`src/rtl/uart_io_pkg.sv`:
```
// Shared constants for the IO-bus UART register block: register word offsets,
// STATUS/CTRL bit positions and the reset baud terms selected by init_uart.
package uart_io_pkg;

    // Register word offsets from BASE_ADR
    localparam logic [13:0] RegTxData = 14'd0;
    localparam logic [13:0] RegStatus = 14'd1;
    localparam logic [13:0] RegTerm   = 14'd2;
    localparam logic [13:0] RegRxData = 14'd3;
    localparam logic [13:0] RegCtrl   = 14'd4;

    // STATUS bit positions; [15:8] tx_count, [23:16] rx_count
    localparam int unsigned StTxFull     = 0;
    localparam int unsigned StTxEmpty    = 1;
    localparam int unsigned StRxEmpty    = 2;
    localparam int unsigned StRxFull     = 3;
    localparam int unsigned StRxOverrun  = 4;
    localparam int unsigned StTxOverflow = 5;

    // CTRL bit positions; the flush bits are write-1 pulses, never stored
    localparam int unsigned CtrlEchoDis = 0;
    localparam int unsigned CtrlTxIe    = 1;
    localparam int unsigned CtrlRxIe    = 2;
    localparam int unsigned CtrlRxFlush = 3;
    localparam int unsigned CtrlTxFlush = 4;

    // Reset baud divider terms
    localparam logic [15:0] Term0 = 16'd109;
    localparam logic [15:0] Term1 = 16'd54;
    localparam logic [15:0] Term2 = 16'd5208;
    localparam logic [15:0] Term3 = 16'd5000;

    function automatic logic [15:0] init_term(input logic [1:0] sel);
        logic [15:0] t;
        case (sel)
            2'd0:    t = Term0;
            2'd1:    t = Term1;
            2'd2:    t = Term2;
            default: t = Term3;
        endcase
        return t;
    endfunction

endpackage

```
`src/rtl/io_uart_sfifo.sv`:
```
// Synchronous FIFO with registered count.
//   push_i/data_i : enqueue (ignored when full)
//   pop_i         : dequeue head (ignored when empty)
//   flush_i       : clear pointers and count, overrides push/pop
//   head_o        : current head entry (read-before-write)
//   count_o, full_o, empty_o : occupancy
module io_uart_sfifo #(
    parameter int unsigned WIDTH = 8,
    parameter int unsigned DEPTH = 8
) (
    input  logic             clk_i,
    input  logic             rst_ni,
    input  logic             push_i,
    input  logic [WIDTH-1:0] data_i,
    input  logic             pop_i,
    input  logic             flush_i,
    output logic [WIDTH-1:0] head_o,
    output logic [7:0]       count_o,
    output logic             full_o,
    output logic             empty_o
);

    localparam int unsigned PtrW = (DEPTH > 1) ? $clog2(DEPTH) : 1;
    localparam logic [PtrW-1:0] LastPtr = PtrW'(DEPTH - 1);

    logic [WIDTH-1:0] mem_q [DEPTH];
    logic [PtrW-1:0]  wptr_q, rptr_q;
    logic [7:0]       count_q;
    logic             push_ok, pop_ok;

    function automatic logic [PtrW-1:0] ptr_inc(input logic [PtrW-1:0] p);
        return (p == LastPtr) ? '0 : p + PtrW'(1);
    endfunction

    assign full_o  = (count_q == 8'(DEPTH));
    assign empty_o = (count_q == 8'd0);
    assign count_o = count_q;
    assign head_o  = mem_q[rptr_q];

    assign push_ok = push_i & ~full_o & ~flush_i;
    assign pop_ok  = pop_i & ~empty_o & ~flush_i;

    always_ff @(posedge clk_i or negedge rst_ni) begin
        if (!rst_ni) begin
            wptr_q  <= '0;
            rptr_q  <= '0;
            count_q <= '0;
        end else if (flush_i) begin
            wptr_q  <= '0;
            rptr_q  <= '0;
            count_q <= '0;
        end else begin
            if (push_ok) wptr_q <= ptr_inc(wptr_q);
            if (pop_ok)  rptr_q <= ptr_inc(rptr_q);
            count_q <= count_q + 8'(push_ok) - 8'(pop_ok);
        end
    end

    // Storage needs no reset: the pointers define what is valid
    always_ff @(posedge clk_i) begin
        if (push_ok) mem_q[wptr_q] <= data_i;
    end

endmodule

```
`src/rtl/io_uart_fifo.sv`:
```
// IO-bus UART register block with TX/RX FIFOs and a level interrupt.
//   dma_io_*   : IO bus write port, read port and daisy-chain read data
//   uart_io_*  : TX serialiser handshake (char, one-cycle strobe, busy)
//   rout_en/rout, cpu_run_state : received characters
//   uart_term  : baud divider, uart_irq : level interrupt
module io_uart_fifo
    import uart_io_pkg::*;
#(
    parameter logic [13:0] BASE_ADR = 14'h3F00,
    parameter int unsigned TX_DEPTH = 8,
    parameter int unsigned RX_DEPTH = 8
) (
    input  logic        clk,
    input  logic        rst_n,
    input  logic        dma_io_we,
    input  logic [13:0] dma_io_wadr,
    input  logic [31:0] dma_io_wdata,
    input  logic [13:0] dma_io_radr,
    input  logic        dma_io_radr_en,
    input  logic [31:0] dma_io_rdata_in,
    output logic [31:0] dma_io_rdata,
    output logic [7:0]  uart_io_char,
    output logic        uart_io_we,
    input  logic        uart_io_full,
    input  logic [1:0]  init_uart,
    output logic [15:0] uart_term,
    input  logic        cpu_run_state,
    input  logic        rout_en,
    input  logic [7:0]  rout,
    output logic        ext_uart_interrpt_1shot,
    output logic        uart_irq,
    output logic        rx_disable_echoback
);

    localparam logic [13:0] AdrTx   = BASE_ADR + RegTxData;
    localparam logic [13:0] AdrStat = BASE_ADR + RegStatus;
    localparam logic [13:0] AdrTerm = BASE_ADR + RegTerm;
    localparam logic [13:0] AdrRx   = BASE_ADR + RegRxData;
    localparam logic [13:0] AdrCtrl = BASE_ADR + RegCtrl;

    logic [7:0]  last_tx_q, uart_char_q;
    logic        uart_we_q;
    logic [15:0] term_q, term_d;
    logic [1:0]  init_cnt_q;
    logic        echo_dis_q, tx_ie_q, rx_ie_q;
    logic        rx_ovr_q, rx_ovr_d, tx_ovf_q, tx_ovf_d;
    logic [31:0] rdata_q, rd_val;
    logic        rd_sel_q, rd_hit;

    logic        wr_tx, wr_term, wr_ctrl, rd_status, rd_rx;
    logic        tx_flush, rx_flush, tx_pop, rx_push, rx_pop;
    logic [7:0]  tx_head, rx_head, tx_cnt, rx_cnt;
    logic        tx_full, tx_empty, rx_full, rx_empty;
    logic [31:0] status_w;
    logic        unused_wdata;

    assign unused_wdata = ^dma_io_wdata[31:16];

    assign wr_tx     = dma_io_we & (dma_io_wadr == AdrTx);
    assign wr_term   = dma_io_we & (dma_io_wadr == AdrTerm);
    assign wr_ctrl   = dma_io_we & (dma_io_wadr == AdrCtrl);
    assign rd_status = dma_io_radr_en & (dma_io_radr == AdrStat);
    assign rd_rx     = dma_io_radr_en & (dma_io_radr == AdrRx);

    assign tx_flush = wr_ctrl & dma_io_wdata[CtrlTxFlush];
    assign rx_flush = wr_ctrl & dma_io_wdata[CtrlRxFlush];

    // Drain gated by last cycle's strobe gives one char per 2 cycles max
    assign tx_pop  = ~tx_empty & ~uart_io_full & ~uart_we_q & ~tx_flush;
    assign rx_push = cpu_run_state & rout_en;
    assign rx_pop  = rd_rx & ~rx_empty;

    io_uart_sfifo #(
        .WIDTH(8),
        .DEPTH(TX_DEPTH)
    ) u_tx_fifo (
        .clk_i  (clk),
        .rst_ni (rst_n),
        .push_i (wr_tx),
        .data_i (dma_io_wdata[7:0]),
        .pop_i  (tx_pop),
        .flush_i(tx_flush),
        .head_o (tx_head),
        .count_o(tx_cnt),
        .full_o (tx_full),
        .empty_o(tx_empty)
    );

    io_uart_sfifo #(
        .WIDTH(8),
        .DEPTH(RX_DEPTH)
    ) u_rx_fifo (
        .clk_i  (clk),
        .rst_ni (rst_n),
        .push_i (rx_push),
        .data_i (rout),
        .pop_i  (rx_pop),
        .flush_i(rx_flush),
        .head_o (rx_head),
        .count_o(rx_cnt),
        .full_o (rx_full),
        .empty_o(rx_empty)
    );

    // Sticky flags: a set in the same cycle as a STATUS read wins
    assign rx_ovr_d = (rx_push & rx_full) | (rx_ovr_q & ~rd_status);
    assign tx_ovf_d = (wr_tx & tx_full) | (tx_ovf_q & ~rd_status);

    // The init term is forced for the first two edges after reset release
    always_comb begin
        term_d = term_q;
        if (init_cnt_q != 2'd2) begin
            term_d = init_term(init_uart);
        end else if (wr_term) begin
            term_d = dma_io_wdata[15:0];
        end
    end

    always_comb begin
        status_w               = '0;
        status_w[StTxFull]     = tx_full;
        status_w[StTxEmpty]    = tx_empty;
        status_w[StRxEmpty]    = rx_empty;
        status_w[StRxFull]     = rx_full;
        status_w[StRxOverrun]  = rx_ovr_q;
        status_w[StTxOverflow] = tx_ovf_q;
        status_w[15:8]         = tx_cnt;
        status_w[23:16]        = rx_cnt;
    end

    always_comb begin
        rd_val = '0;
        rd_hit = 1'b1;
        if (dma_io_radr == AdrTx) begin
            rd_val = {24'd0, last_tx_q};
        end else if (dma_io_radr == AdrStat) begin
            rd_val = status_w;
        end else if (dma_io_radr == AdrTerm) begin
            rd_val = {16'd0, term_q};
        end else if (dma_io_radr == AdrRx) begin
            rd_val = rx_empty ? 32'd0 : {23'd0, 1'b1, rx_head};
        end else if (dma_io_radr == AdrCtrl) begin
            rd_val = {29'd0, rx_ie_q, tx_ie_q, echo_dis_q};
        end else begin
            rd_hit = 1'b0;
        end
    end

    always_ff @(posedge clk or negedge rst_n) begin
        if (!rst_n) begin
            last_tx_q   <= '0;
            uart_char_q <= '0;
            uart_we_q   <= 1'b0;
            term_q      <= '0;
            init_cnt_q  <= '0;
            echo_dis_q  <= 1'b0;
            tx_ie_q     <= 1'b0;
            rx_ie_q     <= 1'b0;
            rx_ovr_q    <= 1'b0;
            tx_ovf_q    <= 1'b0;
            rdata_q     <= '0;
            rd_sel_q    <= 1'b0;
        end else begin
            if (wr_tx) last_tx_q <= dma_io_wdata[7:0];
            if (tx_pop) uart_char_q <= tx_head;
            uart_we_q <= tx_pop;
            term_q    <= term_d;
            if (init_cnt_q != 2'd2) init_cnt_q <= init_cnt_q + 2'd1;
            if (wr_ctrl) begin
                echo_dis_q <= dma_io_wdata[CtrlEchoDis];
                tx_ie_q    <= dma_io_wdata[CtrlTxIe];
                rx_ie_q    <= dma_io_wdata[CtrlRxIe];
            end
            rx_ovr_q <= rx_ovr_d;
            tx_ovf_q <= tx_ovf_d;
            rdata_q  <= rd_val;
            rd_sel_q <= dma_io_radr_en & rd_hit;
        end
    end

    assign dma_io_rdata            = rd_sel_q ? rdata_q : dma_io_rdata_in;
    assign uart_io_char            = uart_char_q;
    assign uart_io_we              = uart_we_q;
    assign uart_term               = term_q;
    assign ext_uart_interrpt_1shot = cpu_run_state & rout_en;
    assign rx_disable_echoback     = echo_dis_q & cpu_run_state;
    assign uart_irq                = (rx_ie_q & ~rx_empty) | (tx_ie_q & tx_empty);

endmodule

```
`config.mk`:
```
export PLATFORM = sky130hd
export DESIGN_NAME = io_uart_fifo
export DESIGN_NICKNAME = d
export VERILOG_FILES = /design/src/rtl/uart_io_pkg.sv /design/src/rtl/io_uart_sfifo.sv /design/src/rtl/io_uart_fifo.sv
export SDC_FILE = /design/constraint.sdc
export NUM_CORES = 1
export LEC_CHECK = 0
export CAP_MARGIN = 5
export CORE_AREA = 2 2 152 154
export DETAILED_ROUTE_END_ITERATION = 8
export DIE_AREA = 0 0 154 156
export GPL_ROUTABILITY_DRIVEN = 0
export PLACE_DENSITY = 0.81
export SKIP_CTS_REPAIR_TIMING = 1
export SYNTH_ARGS = -nofsm -noshare
export SYNTH_HDL_FRONTEND = slang
export SYNTH_SLANG_ARGS = --single-unit
export TNS_END_PERCENT = 1
```
`constraint.sdc`:
```
create_clock -name clk -period 7 [get_ports clk]
set_clock_uncertainty 0.2 [all_clocks]
set_input_delay 1.4 -clock clk [delete_from_list [all_inputs] [get_ports clk]]
set_output_delay 1.4 -clock clk [all_outputs]
set_load 0.01 [all_outputs]
```
==> impl_metrics.toml <==
[sta]
rsz0062_at_grt = "no"
tightestPinTransition_ps = 1220
tns_ps = 0
fmax_mhz = 187
setup_violations = 0
hold_viol = 0
fin_crit_ps = 5340
relSlewSlack = 0.186
slew_violations = 0
fin_crit_sh = 0.763

[final_layout]
fin_nets = 1028
fill_cells = 1704
layout_commonest_cell = "clkdlybuf4s50_1"
drive_gt1_frac = 0.177
area_growth_pct = 25.5
fin_util = 0.579
layout_common_cells = "151 x clkdlybuf4s50_1, 128 x edfxtp_1, 93 x dfrtp_1"

[hold_path]
min_path_cells = 1
hold_path_class = "register to register"
hold_end = "init_cnt_q[0]$_DFFE_PN0N_"
hold_start = "init_cnt_q[0]$_DFFE_PN0N_"

[job]
max_cap_violations = 0

[yosys]
yosysSeqAreaShare = 0.598
synth_xor_area_frac = 0.00594
yosys.area_share.adder = 0.0499
synthSimpleGateAreaFrac = 0.0959
synthArstFlopShare = 0.421
ys.flop_type = "edfxtp_1"
synth_top_family_by_area = "multiplexers"
synth_area_per_cell_um2 = 14.4
synthMuxAreaShare = 0.149
synth_edf_count = 128
ys_ff_latch = 221
syn_area_um2 = 10300
syn_nets = 868
synth.distinct_cells = 69
synth_cells = 719
synth_compound_area_frac = 0.0720
yosys_warnings = 0

[global_routing]
grt_pass1_wl_mm = 38.3
overflow = 0
grt_usage = 0.206
antenna_found_initial = 1
first_global_vias = 6971
grt_max_degree = 62

[setup_path]
crit_chain = "clkdlybuf4s50_1 > nor4bb_1 > nand4_1 > o21ai_4 > inv_1 > ha_1 > inv_1 > ha_1 > fa_1 > a211o_1 > a31o_2 > a21oi_1 > mux2i_1"
cp_top_family = "compound AO/OA/AOI/OAI gates"
r2r-end = "u_tx_fifo.count_o[6]$_DFF_PN0_"
cp-start-kind = "input port"
r2r_slack_ps = 2380
rr_startpoint = "u_tx_fifo.count_o[6]$_DFF_PN0_"
slowest_stage = "nor4bb_1"
worstPathMaxFanout = 10
r2r_cells = 14
timing.critical_path.buf_inv = 3
end_kind = "register"
cpPeakStageDelay_ps = 680
cp_data_required_time_ps = 7230
cp_data_arrival_time_ps = 5570
crit_type = "input port to register"

[detailed_routing]
vias_per_cell = 5.74
finalWirelength_mm = 24.7
first_iter_violations = 423
wl_per_cell_um = 20.9
drc_errors = 0
dr.pass1.iters = 5
vias = 6781
antenna_left = 0

[power_and_ir_drop]
power_density_nw_per_um2 = 310
p_leak_nw = 4.97
peakVddDrop_mv = 0.178
swShare = 0.289
cell_internal_pwr_mw = 2.86
p_seq_frac = 0.416
power_frac_clock = 0.311
power.net_switching_mw = 1.16
combPwrFrac = 0.274

[floorplanning]
dieArea_um2 = 24000
initial_core_util = 0.462
die-width_um = 154
die_h_um = 156
pin_count = 169
core_um2 = 22400
core.rowCount = 55

[cts]
clk-insertion-delay-late_ps = 510
numCtsBuffers = 24
clk_pin_slew_ps = 60
clkSinkCount = 221
cts_tree = "yes"
root_buffer = "clkbuf_16"
clk_path_buf_depth = 3
htree_levels = 1

[placed_design]
dpl.hpwl_mm = 17.5
port_buffers = 152

[run_status]
status = "completed"
-- power by group through the flow --
stage	registers, mW	clock network, mW	logic [mW]
global route	1.69	1.32	1.23
floorplan	1.62	0	0.801
global placement	1.69	0	1.06
detailed placement	1.70	0	1.09
CTS	1.67	1.27	1.11
finish	1.67	1.25	1.10
-- cell type report --
cell class | instances | area [µm²] | share of cell area
Sequential cell | 221 | 6170 | 0.476
Multi-Input combinational cell | 423 | 3860 | 0.298
Timing Repair Buffer | 165 | 1620 | 0.125
Clock buffer | 26 | 629 | 0.0486
Tap cell | 285 | 357 | 0.0275
Inverter | 44 | 165 | 0.0127
Clock inverter | 17 | 155 | 0.0120
Antenna cell | 1 | 2.50 | 0.000193
-- sequential cells by signal (all words and copies together) (netlist names), 2 cells and up --
register and flops:
u_rx_fifo.mem_q 64, u_tx_fifo.mem_q 64, rdata_q 24, uart_term 16, last_tx_q 8, u_rx_fifo.count_o 8, u_tx_fifo.count_o 8, uart_io_char 8
u_rx_fifo.rptr_q 3, u_rx_fifo.wptr_q 3, u_tx_fifo.rptr_q 3, u_tx_fifo.wptr_q 3, init_cnt_q 2
-- layer usage --
metal,up-vias,routed length (µm),global-route usage
met1,3416,9950,0.262
met2,237,12500,0.356
li1,3074,-,-
met4,0,673,0.0645
met5,-,0,0
met3,54,1570,0.0408
-- stage by stage --
stage	cell area (µm²)	total power [mW]	hold slack, ps	std cells	worst slack [ps]
3_3_place_gp	12200	2.74	251	1138	1240
6_report	13000	4.02	274	1182	1660
4_1_cts	13000	4.05	273	1181	1590
3_5_place_dp	12200	2.79	262	1138	1140
2_1_floorplan	10300	2.42	237	719	2050
5_1_grt	13000	4.25	285	1181	1430
-- synth_stat cells, drive strengths merged, types with 7 or more instances --
master  instances  area share
nand4           8      0.0048
buf            15      0.0078
mux2i          13       0.013
nor2b          14      0.0085
nor4            8      0.0063
o21ai          25       0.013
mux4           32       0.070
o21bai          9      0.0065
a31oi           9      0.0055
ha             38       0.046
inv            44       0.016
dfrtp          93        0.23
clkbuf         16      0.0058
a221o           8      0.0078
a21oi          18      0.0087
nand2          13      0.0050
a22o            7      0.0059
nand2b          7      0.0042
nor3           23       0.012
nor2           33       0.014
mux2           61       0.067
nand3          13      0.0068
edfxtp        128        0.37
-- kinds of logic after synthesis --
| group | after synthesis |
|---|---|
| compound gates | 107 |
| simple gates | 163 |
| fa+ha+maj | 40 |
| xor+xnor | 7 |
| flops | 221 |
| mux | 106 |
| buf+inv | 75 |
-- worst register-to-register path, stage by stage, from the launching register on --
cell and delay [ps]:
dfrtp_1 410, inv_1 90, ha_1 150, nor4bb_1 930
a211oi_1 480, o21ai_4 330, inv_1 100, ha_1 290
inv_1 50, ha_1 220, fa_1 460, a211o_1 280
a31o_2 220, a21oi_1 170, mux2i_1 200
-- worst max-delay path by stage --
stage,cells past startpoint,endpoint,startpoint,slack (ps)
after floorplan,13,u_rx_fifo.count_o[6]$_DFF_PN0_,dma_io_wadr[3],2050
after global placement,13,u_rx_fifo.count_o[6]$_DFF_PN0_,dma_io_wadr[3],1240
after detailed placement,13,u_tx_fifo.count_o[6]$_DFF_PN0_,dma_io_wadr[8],1140
after CTS,13,u_tx_fifo.count_o[6]$_DFF_PN0_,dma_io_wadr[8],1590
after global routing,13,u_tx_fifo.count_o[6]$_DFF_PN0_,dma_io_wadr[8],1430
final,13,u_tx_fifo.count_o[6]$_DFF_PN0_,dma_io_wadr[8],1660
No activity file was read; power rests on OpenSTA's default activity.
